[src/rtl/uart_rx.sv]
// Oversampling UART receiver: 2-flop synchronizer, start-bit centre qualification,
// LSB-first data capture and stop-bit check with registered one-clk result pulses.
module uart_rx #(
    parameter int OVERSAMPLE = 16,
    parameter int DATA_BITS  = 8
) (
    input  logic                 clk,
    input  logic                 rst,
    input  logic                 rx_line,
    input  logic                 sample_tick,
    output logic [DATA_BITS-1:0] rx_data,
    output logic                 rx_valid,
    output logic                 frame_err,
    output logic                 rx_busy
);
    localparam int TW = $clog2(OVERSAMPLE);
    localparam int BW = $clog2(DATA_BITS + 1);
    localparam logic [TW-1:0] TICK_HALF = TW'(OVERSAMPLE / 2 - 1);
    localparam logic [TW-1:0] TICK_LAST = TW'(OVERSAMPLE - 1);
    localparam logic [BW-1:0] BIT_LAST  = BW'(DATA_BITS - 1);

    typedef enum logic [1:0] {IDLE, START, DATA, STOP} state_t;

    state_t               state;
    state_t               state_next;
    logic                 sync1;
    logic                 rx_s;
    logic                 prev_s;
    logic [TW-1:0]        tick_cnt;
    logic [BW-1:0]        bit_cnt;
    logic [DATA_BITS-1:0] shift_reg;
    logic                 half_tick;
    logic                 full_tick;
    logic                 bit_take;
    logic                 stop_take;

    always_ff @(posedge clk or posedge rst) begin
        if (rst) begin
            sync1 <= 1'b1;
            rx_s  <= 1'b1;
        end else begin
            sync1 <= rx_line;
            rx_s  <= sync1;
        end
    end

    // FSM state register
    always_ff @(posedge clk or posedge rst) begin
        if (rst) begin
            state <= IDLE;
        end else begin
            state <= state_next;
        end
    end

    // A start needs a high-to-low transition between ticks, so a held-low break never restarts.
    always_comb begin
        state_next = state;
        if (sample_tick) begin
            case (state)
                IDLE:  if (!rx_s && prev_s) state_next = START;
                START: if (half_tick) state_next = rx_s ? IDLE : DATA;
                DATA:  if (full_tick && bit_cnt == BIT_LAST) state_next = STOP;
                STOP:  if (full_tick) state_next = IDLE;
                default: state_next = IDLE;
            endcase
        end
    end

    always_comb begin
        rx_busy   = (state != IDLE);
        half_tick = sample_tick && (tick_cnt == TICK_HALF);
        full_tick = sample_tick && (tick_cnt == TICK_LAST);
        bit_take  = (state == DATA) && full_tick;
        stop_take = (state == STOP) && full_tick;
    end

    always_ff @(posedge clk or posedge rst) begin
        if (rst) begin
            prev_s    <= 1'b1;
            tick_cnt  <= '0;
            bit_cnt   <= '0;
            shift_reg <= '0;
        end else if (sample_tick) begin
            prev_s <= rx_s;
            case (state)
                IDLE: begin
                    tick_cnt <= '0;
                    bit_cnt  <= '0;
                end
                START: begin
                    if (half_tick) begin
                        tick_cnt <= '0;
                        bit_cnt  <= '0;
                    end else begin
                        tick_cnt <= tick_cnt + TW'(1);
                    end
                end
                DATA: begin
                    if (bit_take) begin
                        tick_cnt  <= '0;
                        bit_cnt   <= bit_cnt + BW'(1);
                        shift_reg <= {rx_s, shift_reg[DATA_BITS-1:1]};
                    end else begin
                        tick_cnt <= tick_cnt + TW'(1);
                    end
                end
                STOP: begin
                    if (stop_take) begin
                        tick_cnt <= '0;
                    end else begin
                        tick_cnt <= tick_cnt + TW'(1);
                    end
                end
                default: begin
                    tick_cnt <= '0;
                    bit_cnt  <= '0;
                end
            endcase
        end
    end

    always_ff @(posedge clk or posedge rst) begin
        if (rst) begin
            rx_data   <= '0;
            rx_valid  <= 1'b0;
            frame_err <= 1'b0;
        end else begin
            rx_valid  <= stop_take && rx_s;
            frame_err <= stop_take && !rx_s;
            if (stop_take && rx_s) begin
                rx_data <= shift_reg;
            end
        end
    end

endmodule
[config.mk]
export PLATFORM = sky130hd
export DESIGN_NAME = uart_rx
export DESIGN_NICKNAME = d
export VERILOG_FILES = /design/src/rtl/uart_rx.sv
export SDC_FILE = /design/constraint.sdc
export NUM_CORES = 1
export LEC_CHECK = 0
export ABC_AREA = 0
export BUFFER_PORTS_ARGS = -buffer_cell sky130_fd_sc_hd__buf_4
export CORE_UTILIZATION = 35
export CTS_CLUSTER_SIZE = 8
export DETAILED_ROUTE_END_ITERATION = 10
export GPL_ROUTABILITY_DRIVEN = 0
export PLACE_DENSITY_LB_ADDON = 0.25
export SYNTH_ARGS = -nofsm -noshare
export SYNTH_HDL_FRONTEND = slang
export SYNTH_SLANG_ARGS = --single-unit
[constraint.sdc]
create_clock -name clk -period 4.3 [get_ports clk]
set_input_delay 1.075 -clock clk [delete_from_list [all_inputs] [get_ports clk]]
set_output_delay 1.075 -clock clk [all_outputs]
set_load 0.1 [all_outputs]
==> reports/qor.yml <==
layout:
  final_area_mm2: 0.00162
  drive_above_1_share: 0.380
  fin_nets: 134
  syn_to_final_growth_pct: 16.7
  diodes: 0
timing:
  max_slew.worst_pin.slew_ns: 0.817
  fin_tns_setup_ns: 0
  setup_viol: 0
  hold_viol_final: 0
  slew_headroom: 0.454
  fmax_mhz: 384
  fin_skew_ns: 0.00760
  hold_slack_ns: 0.361
  rsz0062_at_grt: "no"
  fin_crit_ns: 2.60
  maxSlewViolCount: 0
  period_share: 0.605
clock_network:
  clkLatencyLatePin_ns: 0.28
  cts_tree: "yes"
  cts-root-buf: "clkbuf_8"
  cts_resized: 0
  clock_path_buffers: 2
  numCtsBuffers: 5
  hold_buffers: 0
  path_clk_slew_ns: 0.07
  cts_sinks: 31
  htree_num_levels: 2
  cts_setup_buffers: 0
drt:
  first_iter_violations: 68
  first_pass_iters: 2
  drc: 0
  drt_wl_total_um: 2410
  via_per_inst: 4.89
  wl_per_cell_um: 13.6
  vias: 866
  ant_nets: 0
power_and_ir_drop:
  power_density_mw_per_mm2: 458
  peakVddDrop_uv: 224
  power.leakage_nw: 0.780
setup_path:
  rrSetupSlack_ns: 2.19
  crit_path_start: "state[0]"
  end_kind: "output port"
  critPathLaunchType: "flip-flop"
  crit_path_end: "rx_busy"
  rr_worst_depth: 4
  path_max_fanout: 11
  worst_path_max_delay_cell: "dfrtp_1"
  regToRegEndpoint: "shift_reg[3]"
  slowest_delay_ns: 0.52
  criticalPathCategory: "reg -> out"
  crit_required_ns: 3.22
  crit_chain: "nor2_1 > inv_1 > buf_4"
  worst_ep_arrival_time_ns: 1.53
  worstReg2RegStart: "tick_cnt[0]"
die:
  dieHeight_um: 64.9
  coreArea_mm2: 0.00372
  pin_count: 15
  start_util: 0.373
  fp.dieW_um: 64.9
  fp-row-count: 22
  die_area_mm2: 0.00422
global_route:
  grt_usage: 0.128
  grt_pass1_vias: 861
  grt_max_degree: 25
  gr-total-overflow: 0
  antenna_found_initial: 0
  grt_pass1_wl_um: 4010
logic_synthesis:
  yosys_warnings: 0
  syn-num-nets: 117
  yosysSeqAreaShare: 0.562
  synth_seq_cells: 31
  syn-cell-area_mm2: 0.00139
  ys_types: 34
  syn_avg_cell_area_um2: 12.5
  synthCells: 111
job:
  maxCapViolCount: 0
placed_design:
  dpl_cell_area_mm2: 0.00153
  portBuffers: 14
  dp_hpwl_um: 1640
run_status:
  status: "complete, no violations"
worst_hold_path:
  min_path_type: "reg -> reg"
-- metal layers --
layer / track usage / routed length [µm] / up-vias / part of all wire
li1: - / - / 426 / -
met1: 0.156 / 1170 / 425 / 0.49
met2: 0.201 / 1130 / 13 / 0.47
met3: 0.0581 / 94 / 2 / 0.039
met4: 0.0417 / 17 / 0 / 0.0071
met5: 0 / 0 / - / 0
-- critical path, delay by kind of cell (launching register included) --
kind,cells,cell delay (ns)
flip-flops,1,0.52
buffers and inverters,2,0.32
AND/OR/NAND/NOR,1,0.40
-- worst min path at each step --
stage	slack, ns	cells past startpoint	to	start
floorplan	0.35	0	rx_s	sync1
global placement	0.35	0	rx_s	sync1
detailed placement	0.35	0	rx_s	sync1
CTS	0.36	0	rx_s	sync1
global route	0.36	0	rx_s	sync1
finish	0.36	0	rx_s	sync1
-- stage by stage --
stage / worst slack [ns] / utilization / std cells / power [mW]
2_1_floorplan: 1.99 / - / 111 / 0.491
3_3_place_gp: 1.77 / 0.412 / 169 / 0.517
3_5_place_dp: 1.68 / 0.412 / 169 / 0.527
4_1_cts: 1.67 / 0.435 / 177 / 0.751
5_1_grt: 1.59 / 0.435 / 177 / 0.782
6_report: 1.70 / 0.435 / 177 / 0.740
-- cell usage after synthesis --
cell | n | area share
nand3_1 | 1 | 0.0036
o21a_1 | 1 | 0.0054
nor3_1 | 3 | 0.011
nand2_1 | 8 | 0.022
a21oi_1 | 3 | 0.011
nor2_1 | 6 | 0.016
nand3_4 | 1 | 0.013
dfrtp_1 | 28 | 0.51
mux2i_1 | 1 | 0.0072
o221ai_1 | 1 | 0.0063
nor3b_1 | 1 | 0.0054
and4b_2 | 1 | 0.0081
a22o_1 | 1 | 0.0063
ha_1 | 2 | 0.018
nor2_4 | 1 | 0.0081
nand4_4 | 1 | 0.015
o31ai_1 | 3 | 0.016
nand2b_1 | 2 | 0.0090
a311oi_1 | 1 | 0.0063
xor2_1 | 1 | 0.0063
dfstp_2 | 3 | 0.057
and4bb_2 | 1 | 0.0090
and3_2 | 1 | 0.0054
o32ai_1 | 1 | 0.0063
inv_1 | 6 | 0.016
o21ai_0 | 5 | 0.018
mux2_2 | 18 | 0.15
or3_1 | 1 | 0.0045
clkbuf_1 | 1 | 0.0027
and4b_1 | 1 | 0.0072
a211oi_1 | 1 | 0.0054
buf_4 | 1 | 0.0054
buf_2 | 3 | 0.011
a2bb2oi_1 | 1 | 0.0063
-- cells in the final DEF, fill, tap and decap left out, types with 2 or more instances in the layout --
| master | n |
|---|---|
| nand2_1 | 8 |
| ha_1 | 2 |
| o21ai_0 | 5 |
| dfrtp_1 | 28 |
| clkbuf_8 | 5 |
| buf_4 | 15 |
| o31ai_1 | 3 |
| nor3_1 | 3 |
| nor2_1 | 6 |
| a21oi_1 | 3 |
| nand2b_1 | 2 |
| dfstp_2 | 3 |
| mux2_2 | 18 |
| inv_1 | 6 |
-- cells by family after synthesis --
| group | count (synthesis) | synth area share |
|---|---|---|
| AND/OR/NAND/NOR | 29 | 0.137 |
| multiplexers | 19 | 0.153 |
| AO/OA/AOI/OAI | 18 | 0.0875 |
| buffers and inverters | 11 | 0.0352 |
| XOR/XNOR | 1 | 0.00632 |
| adder cells (fa/ha/maj) | 2 | 0.0180 |
| flip-flops | 31 | 0.562 |
-- layout make-up --
type | count | area [µm²]
inverters | 6 | 22.5
multi-input cells | 69 | 558
clock inverters | 2 | 12.5
well taps | 48 | 60.1
flip-flops and latches | 31 | 779
fillers | 355 | 2100
clock buffers | 6 | 72.6
repair buffers | 15 | 113
-- power breakdown --
part / switching (mW) / internal (mW)
Combinational: 0.0932 / 0.0564
Sequential: 0.0513 / 0.318
Clock: 0.108 / 0.113
Total: 0.253 / 0.487
No activity file was read; power rests on OpenSTA's default activity.
